`src/rtl/booth4_pkg.sv`:
```
// Shared types for the iterative radix-4 Booth multiplier: FSM states,
// Booth digit select encoding and the digit decoder.
package booth4_pkg;

    typedef enum logic [1:0] {
        ST_IDLE = 2'd0,
        ST_CALC = 2'd1,
        ST_DONE = 2'd2
    } state_t;

    typedef enum logic [2:0] {
        SEL_ZERO = 3'd0,
        SEL_PX   = 3'd1,
        SEL_P2X  = 3'd2,
        SEL_NX   = 3'd3,
        SEL_N2X  = 3'd4
    } booth_sel_t;

    // Radix-4 Booth recoding of one overlapping 3-bit multiplier window.
    function automatic booth_sel_t booth_decode(input logic [2:0] bits);
        booth_sel_t sel;
        case (bits)
            3'b001, 3'b010: sel = SEL_PX;
            3'b011:         sel = SEL_P2X;
            3'b100:         sel = SEL_N2X;
            3'b101, 3'b110: sel = SEL_NX;
            default:        sel = SEL_ZERO;
        endcase
        return sel;
    endfunction

endpackage

```
`src/rtl/booth4_mult_iter_if.sv`:
```
// Request/response bundle of booth4_mult_iter: operands and start in,
// busy/done/result out.
interface booth4_mult_iter_if #(
    parameter int WIDTH = 64
);
    logic                   start;
    logic                   is_signed;
    logic [WIDTH-1:0]       x;
    logic [WIDTH-1:0]       y;
    logic                   busy;
    logic                   done;
    logic [2*WIDTH-1:0]     result;

    modport master (
        output start, is_signed, x, y,
        input  busy, done, result
    );

    modport slave (
        input  start, is_signed, x, y,
        output busy, done, result
    );
endinterface

```
`src/rtl/booth4_pp_sel.sv`:
```
// Combinational Booth partial-product selector: one 3-bit multiplier window
// picks 0, +x, +2x, -x or -2x from the precomputed multiples.
module booth4_pp_sel
    import booth4_pkg::*;
#(
    parameter int WIDTH = 64
) (
    input  logic [2:0]       bits,
    input  logic [WIDTH+1:0] x_pos,
    input  logic [WIDTH+1:0] x_neg,
    input  logic [WIDTH+1:0] x2_pos,
    input  logic [WIDTH+1:0] x2_neg,
    output logic [WIDTH+1:0] pp
);
    booth_sel_t sel_s;

    // Decode the window and route the matching multiple.
    always_comb begin
        sel_s = booth_decode(bits);
        pp    = {(WIDTH+2){1'b0}};
        case (sel_s)
            SEL_PX:  pp = x_pos;
            SEL_P2X: pp = x2_pos;
            SEL_NX:  pp = x_neg;
            SEL_N2X: pp = x2_neg;
            default: pp = {(WIDTH+2){1'b0}};
        endcase
    end
endmodule

```
`src/rtl/booth4_mult_iter.sv`:
```
// Iterative radix-4 Booth multiplier, two bits of multiplier per cycle,
// signed or unsigned. Optional feature macro: BOOTH4_ZERO_BYPASS_EN.
module booth4_mult_iter
    import booth4_pkg::*;
#(
    parameter int WIDTH = 64
) (
    input  logic               clk,
    input  logic               rst_n,
    booth4_mult_iter_if.slave  bus
);
    localparam int EXT_W  = WIDTH + 2;
    // Two guard bits above the extended operand keep running sums from wrapping.
    localparam int ACC_W  = WIDTH + 4;
    localparam int MUL_W  = WIDTH + 3;
    localparam int N_ITER = WIDTH / 2 + 1;
    localparam int CNT_W  = $clog2(N_ITER + 1);

    state_t                  state_r, state_next_s;
    logic [EXT_W-1:0]        x_pos_r, x_neg_r, x2_pos_r, x2_neg_r;
    logic [ACC_W-1:0]        acc_r;
    logic [MUL_W-1:0]        mult_r;
    logic [CNT_W-1:0]        cnt_r;
    logic                    busy_r, done_r;
    logic [2*WIDTH-1:0]      result_r;

    logic [EXT_W-1:0]        x_ext_s, y_ext_s, x2_ext_s, pp_s;
    logic [ACC_W-1:0]        acc_sum_s;
    logic [ACC_W+MUL_W-1:0]  shifted_s;
    logic                    last_iter_s, zero_op_s;

    assign x_ext_s  = bus.is_signed ? {{2{bus.x[WIDTH-1]}}, bus.x} : {2'b00, bus.x};
    assign y_ext_s  = bus.is_signed ? {{2{bus.y[WIDTH-1]}}, bus.y} : {2'b00, bus.y};
    assign x2_ext_s = {x_ext_s[EXT_W-2:0], 1'b0};

`ifdef BOOTH4_ZERO_BYPASS_EN
    assign zero_op_s = (bus.x == {WIDTH{1'b0}}) || (bus.y == {WIDTH{1'b0}});
`else
    assign zero_op_s = 1'b0;
`endif

    assign last_iter_s = (cnt_r == CNT_W'(N_ITER - 1));

    booth4_pp_sel #(.WIDTH(WIDTH)) u_pp_sel (
        .bits   (mult_r[2:0]),
        .x_pos  (x_pos_r),
        .x_neg  (x_neg_r),
        .x2_pos (x2_pos_r),
        .x2_neg (x2_neg_r),
        .pp     (pp_s)
    );

    assign acc_sum_s = acc_r + {{2{pp_s[EXT_W-1]}}, pp_s};
    assign shifted_s = $signed({acc_sum_s, mult_r}) >>> 2;

    // FSM state register.
    always_ff @(posedge clk) begin
        if (!rst_n) begin
            state_r <= ST_IDLE;
        end else begin
            state_r <= state_next_s;
        end
    end

    // FSM next-state logic.
    always_comb begin
        state_next_s = state_r;
        case (state_r)
            ST_IDLE: begin
                if (bus.start) begin
                    if (zero_op_s) begin
                        state_next_s = ST_DONE;
                    end else begin
                        state_next_s = ST_CALC;
                    end
                end else begin
                    state_next_s = ST_IDLE;
                end
            end
            ST_CALC: begin
                if (last_iter_s) begin
                    state_next_s = ST_DONE;
                end else begin
                    state_next_s = ST_CALC;
                end
            end
            ST_DONE: state_next_s = ST_IDLE;
            default: state_next_s = ST_IDLE;
        endcase
    end

    // Operand capture, Booth iteration and registered outputs.
    always_ff @(posedge clk) begin
        if (!rst_n) begin
            x_pos_r  <= {EXT_W{1'b0}};
            x_neg_r  <= {EXT_W{1'b0}};
            x2_pos_r <= {EXT_W{1'b0}};
            x2_neg_r <= {EXT_W{1'b0}};
            acc_r    <= {ACC_W{1'b0}};
            mult_r   <= {MUL_W{1'b0}};
            cnt_r    <= {CNT_W{1'b0}};
            busy_r   <= 1'b0;
            done_r   <= 1'b0;
            result_r <= {(2*WIDTH){1'b0}};
        end else begin
            busy_r <= (state_next_s != ST_IDLE);
            done_r <= (state_next_s == ST_DONE);
            if (state_r == ST_IDLE && bus.start) begin
                x_pos_r  <= x_ext_s;
                x_neg_r  <= -x_ext_s;
                x2_pos_r <= x2_ext_s;
                x2_neg_r <= -x2_ext_s;
                acc_r    <= {ACC_W{1'b0}};
                mult_r   <= {y_ext_s, 1'b0};
                cnt_r    <= {CNT_W{1'b0}};
                if (zero_op_s) begin
                    result_r <= {(2*WIDTH){1'b0}};
                end
            end else if (state_r == ST_CALC) begin
                acc_r  <= shifted_s[ACC_W+MUL_W-1:MUL_W];
                mult_r <= shifted_s[MUL_W-1:0];
                cnt_r  <= cnt_r + CNT_W'(1'b1);
                // Bit 0 of the shifted pair is the spent Booth guard bit.
                if (last_iter_s) begin
                    result_r <= shifted_s[2*WIDTH:1];
                end
            end
        end
    end

    assign bus.busy   = busy_r;
    assign bus.done   = done_r;
    assign bus.result = result_r;
endmodule

```
`src/flat_wrapper.sv`:
```
// flat-port wrapper written by rule: the top's interface ports become plain ports
module booth4_mult_iter_flat import booth4_pkg::*;
#(
    parameter int WIDTH = 64
)
  (clk, rst_n, bus_start, bus_is_signed, bus_x, bus_y, bus_busy, bus_done, bus_result);
  booth4_mult_iter_if #(.WIDTH(WIDTH)) bus_i ();
  input  logic clk;
  input  logic rst_n;
  input wire logic [$bits(bus_i.start)-1:0] bus_start;
  input wire logic [$bits(bus_i.is_signed)-1:0] bus_is_signed;
  input wire logic [$bits(bus_i.x)-1:0] bus_x;
  input wire logic [$bits(bus_i.y)-1:0] bus_y;
  output wire logic [$bits(bus_i.busy)-1:0] bus_busy;
  output wire logic [$bits(bus_i.done)-1:0] bus_done;
  output wire logic [$bits(bus_i.result)-1:0] bus_result;
  assign bus_i.start = bus_start;
  assign bus_i.is_signed = bus_is_signed;
  assign bus_i.x = bus_x;
  assign bus_i.y = bus_y;
  assign bus_busy = bus_i.busy;
  assign bus_done = bus_i.done;
  assign bus_result = bus_i.result;
  booth4_mult_iter #(.WIDTH(WIDTH)) u_core (.clk(clk), .rst_n(rst_n), .bus(bus_i));
endmodule
```
`config.mk`:
```
export PLATFORM = sky130hd
export DESIGN_NAME = booth4_mult_iter_flat
export DESIGN_NICKNAME = d
export VERILOG_FILES = /design/src/rtl/booth4_pkg.sv /design/src/rtl/booth4_mult_iter_if.sv /design/src/rtl/booth4_pp_sel.sv /design/src/rtl/booth4_mult_iter.sv /design/src/flat_wrapper.sv
export SDC_FILE = /design/constraint.sdc
export NUM_CORES = 1
export LEC_CHECK = 0
export CAP_MARGIN = 20
export CORE_MARGIN = 2
export CORE_UTILIZATION = 45
export DETAILED_ROUTE_END_ITERATION = 10
export PLACE_DENSITY = 0.66
export SLEW_MARGIN = 20
export SYNTH_ARGS = -nofsm -noshare
export SYNTH_HDL_FRONTEND = slang
export SYNTH_SLANG_ARGS = --single-unit
```
`constraint.sdc`:
```
create_clock -name clk -period 5.2 [get_ports clk]
set_input_delay 1.04 -clock clk [delete_from_list [all_inputs] [get_ports clk]]
set_output_delay 1.04 -clock clk [all_outputs]
set_load 0.01 [all_outputs]
```
======== Yosys cells after proc, flatten, opt, wreduce, memory -nomap -nowiden ========
Index checks and enable logic that the tools add are counted.
storage, ports and cells
  bits in registers ....................... 533
  latch bits .............................. 0
  RAM bits ................................ 0
  bits in read-only memories .............. 0
  input port bits ......................... 132
  output and inout port bits .............. 130
  memories ................................ 0
cells by class
  $add $sub $neg .......................... 4
  multipliers ............................. 0
  divide/modulo/power cells ............... 0
  $lt $le $gt $ge ......................... 0
  eq/ne operators ......................... 13
  shift-type cells ........................ 0
  muxes and demuxes ....................... 9
  bitwise operators ....................... 2
  reduce and logical (&&, ||, !) cells .... 8
operator list
  kind                                                 number
  one-hot mux 66 bit (4 select lines)                  1
  2-to-1 mux 67 bit                                    2
  2-to-1 mux 66 bit                                    2
  negator 66 bit                                       2
  adder 65 x 66 -> 67 bit                              1
  equality test 3 x 2 -> 1 bit, second input constant  4
  equality test 3 bit, second input constant           4
  one-hot mux 3 bit (4 select lines)                   1
  adder 6 x 1 -> 6 bit, second input constant          1
  equality test 3 x 1 -> 1 bit, second input constant  2
  equality test 6 bit, second input constant           1
  OR reduction 2 bit                                   3
  one-hot mux 2 bit (2 select lines)                   1
  nonzero test 2 bit                                   2
  AND reduction 3 bit                                  1
  equality test 2 x 1 -> 1 bit, second input constant  1
  equality test 2 bit, second input constant           1
  zero test 2 bit                                      1
  2-to-1 mux 2 bit                                     1
  NOT 1 bit                                            2
  logical AND 1 bit                                    1
  2-to-1 mux 1 bit                                     1

======== Logic depth before layout (Yosys ltp) ========
  depth in word-level cells ............... 8
  mapped depth ............................ 19
  gate-level depth less buffers ........... 16

======== Modules after synthesis ========
From an unflattened synthesis, not the netlist that was laid out.
unflattened totals
  cell total of the unflattened synthesis .. 2778
  area total of the unflattened synthesis .. 21061.4 um^2
by module, submodules not included
  module            instances  cells an instance  area an instance (um^2)  sequential area each (um^2)
  booth4_mult_iter  1          2529               19411.1                  8007.7
  booth4_pp_sel     1          249                1650.3                   0.0

======== Least setup slack after synthesis ========
Ideal clock, no wire load.
  path kind ............................... register -> register
  from .................................... register u_core.mult_r[1]
  to ...................................... register u_core.acc_r[45]
  data arrival time ....................... 4200 ps
  required time ........................... 5138 ps
  slack ................................... 938 ps
  stages on the path, launching flop included .. 18
  buffers on the path ..................... 3
  clock period less this slack ............ 4262 ps
  cell sequence ........................... dfxtp_1 clkbuf_1 buf_1 mux2i_1 a211oi_1 a21o_1 ha_1 clkbuf_1 a21oi_1 o21a_1 and4b_1 o21a_1 nor3_1 a31oi_1 o41ai_1 a21boi_0 or4_1 nand3_1
on the way
  longest elaborated chain between the ends .. 6
ends and longest elaborated chain
  what                                               line                     source
  from (decl)                                        booth4_mult_iter.sv:22   logic [MUL_W-1:0] mult_r;
  from (signal assigned)                             booth4_mult_iter.sv:100  mult_r <= {MUL_W{1'b0}};
  from (signal assigned)                             booth4_mult_iter.sv:114  mult_r <= {y_ext_s, 1'b0};
  from (signal assigned)                             booth4_mult_iter.sv:121  mult_r <= shifted_s[MUL_W-1:0];
  equality test 3 bit, or another cell as far along  booth4_pkg.sv:22         case (bits)
  OR reduction 2 bit                                 booth4_pkg.sv:22
  one-hot mux 3 bit (4 select lines) (*)             booth4_pkg.sv:22
  equality test 3 bit, or another cell as far along  booth4_pp_sel.sv:21      case (sel_s)
  one-hot mux 66 bit (4 select lines) (*)            booth4_pp_sel.sv:21
  adder 65 x 66 -> 67 bit (*)                        booth4_mult_iter.sv:53   assign acc_sum_s = acc_r + {{2{pp_s[EXT_W-1]}}, pp_s};
  to (signal assigned)                               booth4_mult_iter.sv:99   acc_r <= {ACC_W{1'b0}};
  to (signal assigned)                               booth4_mult_iter.sv:113  acc_r <= {ACC_W{1'b0}};
  to (signal assigned)                               booth4_mult_iter.sv:120  acc_r <= shifted_s[ACC_W+MUL_W-1:MUL_W];
  to (decl)                                          booth4_mult_iter.sv:21   logic [ACC_W-1:0] acc_r;
Mark *: on every way between the ends. The rest lies on a longest branch, timed or not.
A chain may end at the register's enable or synchronous reset.

======== Final worst setup path ========
  from .................................... register u_core.mult_r[1]
  to ...................................... register u_core.acc_r[58]
Same word-level chain as after synthesis.

==> results by stage <==
Clock tree:
- The quantity of gates resized following cts is 0.
- The clock root buffer is sky130_fd_sc_hd__clkbuf_16.
- The largest buffer count on any clock path is 3.
- Clock-pin slew was measured on the worst setup and hold paths at 0.06 ns.
- Clock tree synthesis found a total of 400 sinks.
- After clock tree synthesis, the setup repair step added 0 buffers.
- TritonCTS built the clock tree.
- The H-tree depth reported by CTS is 2.
- The later pin in the worst-skew pair is clocked with a latency of ~0.60 ns.
- Hold repair after CTS inserted 0 buffers.
- Clock tree synthesis inserted a total of 46 buffers.

STA:
- The worst path setup slack after routing is 0.558 ns.
- The number of pins with negative max-slew slack in the final report is 0.
- Clock skew on the completed layout was measured at between 0.02 and 0.025 ns.
- Subtracting the final worst setup slack from the clock period gives 4.64 ns.
- The slew at the pin closest to its max-slew limit is ~1.0 ns.
- Setup repair after global routing left no endpoint under its margin.
- The tightest slew margin relative to the limit is 0.326.
- The final hold violation count was 0.
- The top achievable clock speed is 215 MHz.
- Summed over all failing endpoints, the final setup total negative slack is 0 ns.
- The post-route fraction of the period consumed by the critical path is 0.893.
- Setup violations remaining at the end of the flow were counted as 0.

Die:
- The initial utilization of the core area, before any placement, comes to 0.453.
- The initialized floorplan defines roughly 80 standard-cell rows.
- The die is 228 um tall.
- The die covers around 0.052 mm^2.
- The core box area is between 0.04 and 0.05 mm^2.
- 262 I/O pins were placed.
- The horizontal die dimension is 228 um.

Route:
- The number of vias after detailed routing is 22219.
- The routed wirelength normalized by instance count is approximately 19 um.
- The final layout contains routed wiring with a total length of 71600 um.
- After detailed routing, the number of remaining DRC violations is 0.
- Once detail routing completed, the nets flagged for antenna violations numbered 0.
- The number of optimization iterations in the first detailed-route pass is 5.
- Using the TritonRoute via totals, the vias-per-cell ratio works out to 5.75.
- The DRC marker count from the first detailed-route iteration is 1774.

Logic synthesis:
- Of the synthesized area, sequential elements account for 0.354.
- The count of flip-flops with a built-in enable after synthesis is 0.
- The post-synthesis cell type count is 74.
- The synthesized instance count is about 3000.
- The most frequently used flop master after synthesis is sky130_fd_sc_hd__dfxtp_1.
- A synthesized cell averages around 7.4 um^2.
- The number of warnings reported in the yosys synthesis log is 0.
- Of all flip-flops after synthesis, the portion carrying an async set or reset was 0.
- The cell area that synthesis handed to floorplanning was 0.0227 mm^2.
- When the netlist entered floorplanning its net count stood at about 3200.
- The number of register bits inferred by synthesis is 400.

Critical path:
- The required time of the critical path is between 5 and 6 ns.
- The startpoint type of the worst setup path is a flip-flop.
- The signal on the critical path passes through buf_12, mux2i_1, nor2_1, a31oi_1, o21ai_0, ha_1, a21oi_1, o21ai_0, a221oi_1, nor4bb_1, buf_4, o31a_1, o31ai_1, buf_4, o221a_2, a21oi_1, mux2i_1, nand2_1.
- STA classifies the critical path endpoint as a flip-flop.
- On the worst path, the slowest cell contributes a delay of 0.44 ns.
- The critical path start-end classification is reg -> reg.
- Data arrives at the worst endpoint at between 5 and 6 ns.
- The slowest stage of the critical path belongs to the cell sky130_fd_sc_hd__dfxtp_4.
- Of all nets on the critical path, the largest fanout is 28.

Global route:
- The met1 usage is 0.320.
- The number of global-route vias before repair is 21142.
- The overall routing resource usage is 0.266.
- The number of antenna violations at the first check in global routing is 0.
- The met2 track demand over resource is 0.465.
- In this run the most used layer during global routing was met2.
- Entering global routing, the biggest net connects 173 pins.
- The first global-routing pass estimated 114000 um of wire.
- The met3 track demand over resource is 0.0462.
- For this run the aggregate overflow at the end of global routing stands at 0.

Placed design:
- Once detailed placement completed, the half-perimeter wirelength came to 50300 um.
- The worst-case setup slack after placement is 0.507 ns.
- Routability-driven placement finished with a final weighted congestion of 0.921.
- Input and output buffers added on the ports amount to 261.

Finish:
- The area added between synthesis and finish is 20.4%.
- For this run, the post-layout net count is 3353.
- The fraction of final layout cells with drive strength greater than 1 is 0.0508.
- The number of fill cells in the layout is ~4700.
- At the end of the flow the core is filled with cells to 0.546.
- 0 antenna diodes ended up in the layout.

Run status:
- The flow ran to the end, and the final reports show no timing, DRC or antenna violations.

Power and ir drop:
- The worst supply voltage drop on vdd is 0.244 mV.
- In this run the power density over the cells is 286 mW/mm^2.
- The leakage component of the power is 9.88 nW.

Worst hold path:
- The tightest min-delay check is of the reg -> reg type.

Job:
- The number of max-cap violations is 0.
worst max-delay path: cells and delay by family, from the launching register on:
family / cells / cell delay [ns]
AND/OR/NAND/NOR: 3 / 0.48
AO/OA/AOI/OAI: 9 / 2.15
flip-flops: 1 / 0.44
buffers and inverters: 3 / 0.57
adder cells (fa/ha/maj): 1 / 0.41
multiplexers: 2 / 0.45
per-layer routing:
| layer | share of wire | vias up | wire (um) |
|---|---|---|---|
| met5 | 0 | - | 0 |
| met4 | 0.044 | 0 | 3130 |
| met3 | 0.053 | 150 | 3800 |
| met2 | 0.48 | 550 | 34600 |
| met1 | 0.42 | 10532 | 30100 |
| li1 | - | 10987 | - |
metrics by stage:
step | instances | power (mW) | hold slack [ns] | area [um^2]
global placement | 3775 | 4.36 | 0.443 | 25600
global route | 3861 | 8.11 | 0.475 | 27300
detailed placement | 3775 | 4.38 | 0.445 | 25600
finish | 3861 | 7.80 | 0.454 | 27300
floorplan | 3042 | 4.00 | 0.438 | 22700
CTS | 3861 | 7.87 | 0.454 | 27300
cell families after synthesis:
group,synth area share
DFF,0.354
AOI/OAI and AO/OA,0.251
buffers and inverters,0.0461
and+or+nand+nor,0.221
muxes,0.0517
xor gates and xnor gates,0.0375
adders and majority gates,0.0390
cell usage in the layout, fill, tap and decap left out, types with 19 or more instances in the layout:
master	Yosys	layout
sky130_fd_sc_hd__ha_1	69	69
sky130_fd_sc_hd__inv_1	31	30
sky130_fd_sc_hd__dfxtp_1	400	397
sky130_fd_sc_hd__nand3_1	124	124
sky130_fd_sc_hd__nor3_1	29	29
sky130_fd_sc_hd__clkbuf_16	0	46
sky130_fd_sc_hd__and2_1	37	36
sky130_fd_sc_hd__buf_4	0	34
sky130_fd_sc_hd__nor2_1	152	149
sky130_fd_sc_hd__a21oi_1	499	499
sky130_fd_sc_hd__nand2_1	597	596
sky130_fd_sc_hd__a211oi_1	57	57
sky130_fd_sc_hd__o21ai_0	175	175
sky130_fd_sc_hd__and3_1	19	19
sky130_fd_sc_hd__a31oi_1	31	31
sky130_fd_sc_hd__xor2_1	39	39
sky130_fd_sc_hd__xnor2_1	58	58
sky130_fd_sc_hd__or4_1	19	19
sky130_fd_sc_hd__a21o_1	73	73
sky130_fd_sc_hd__a22oi_1	67	67
sky130_fd_sc_hd__nand4_1	34	34
sky130_fd_sc_hd__mux2i_1	117	117
sky130_fd_sc_hd__clkdlybuf4s50_1	0	260
cell usage after synthesis, types with 57 or more instances:
cell type / count / area, um^2
sky130_fd_sc_hd__clkbuf_1: 225 / 845
sky130_fd_sc_hd__a22oi_1: 67 / 503
sky130_fd_sc_hd__nor2_1: 152 / 571
sky130_fd_sc_hd__dfxtp_1: 400 / 8010
sky130_fd_sc_hd__nand2_1: 597 / 2240
sky130_fd_sc_hd__ha_1: 69 / 863
sky130_fd_sc_hd__xnor2_1: 58 / 508
sky130_fd_sc_hd__mux2i_1: 117 / 1170
sky130_fd_sc_hd__a21oi_1: 499 / 2500
sky130_fd_sc_hd__a211oi_1: 57 / 428
sky130_fd_sc_hd__nand3_1: 124 / 621
sky130_fd_sc_hd__a21o_1: 73 / 548
sky130_fd_sc_hd__o21ai_0: 175 / 876
final timing paths:
kind / from / end / slack (ns) / cells after the start
setup / recovery: u_core.mult_r[1] / u_core.acc_r[58] / 0.56 / 18
hold / removal: u_core.bus.result[41] / u_core.bus.result[41] / 0.45 / 2
setup reg to reg: u_core.mult_r[1] / u_core.acc_r[58] / 0.56 / 18
hold reg to reg: u_core.bus.result[41] / u_core.bus.result[41] / 0.45 / 2
power breakdown:
part           total, mW  internal [mW]  leakage [nW]  switching (mW)
Clock               3.48           2.10         0.826            1.38
Sequential          3.29           3.18          3.26           0.113
Combinational       1.03          0.388          5.80           0.644
final cells by class:
cell class / instances / area (um^2) / share of cell area
clock buffers: 64 / 1370 / 0.0502
inverters: 32 / 128 / 0.00468
multi-input cells: 2370 / 13600 / 0.500
flip-flops and latches: 400 / 8020 / 0.294
repair buffers: 301 / 2980 / 0.109
clock inverters: 22 / 294 / 0.0108
well taps: 672 / 841 / 0.0308
state kept, by name (all words and copies together), names as in the netlist:
signal,cells
u_core.x_neg_r,2
u_core.bus.done,1
u_core.x2_neg_r,64
u_core.bus.busy,1
u_core.x_pos_r,64
u_core.state_r,2
u_core.mult_r,67
u_core.acc_r,65
u_core.bus.result,128
u_core.cnt_r,6
Power figures use the tool's default switching activity.
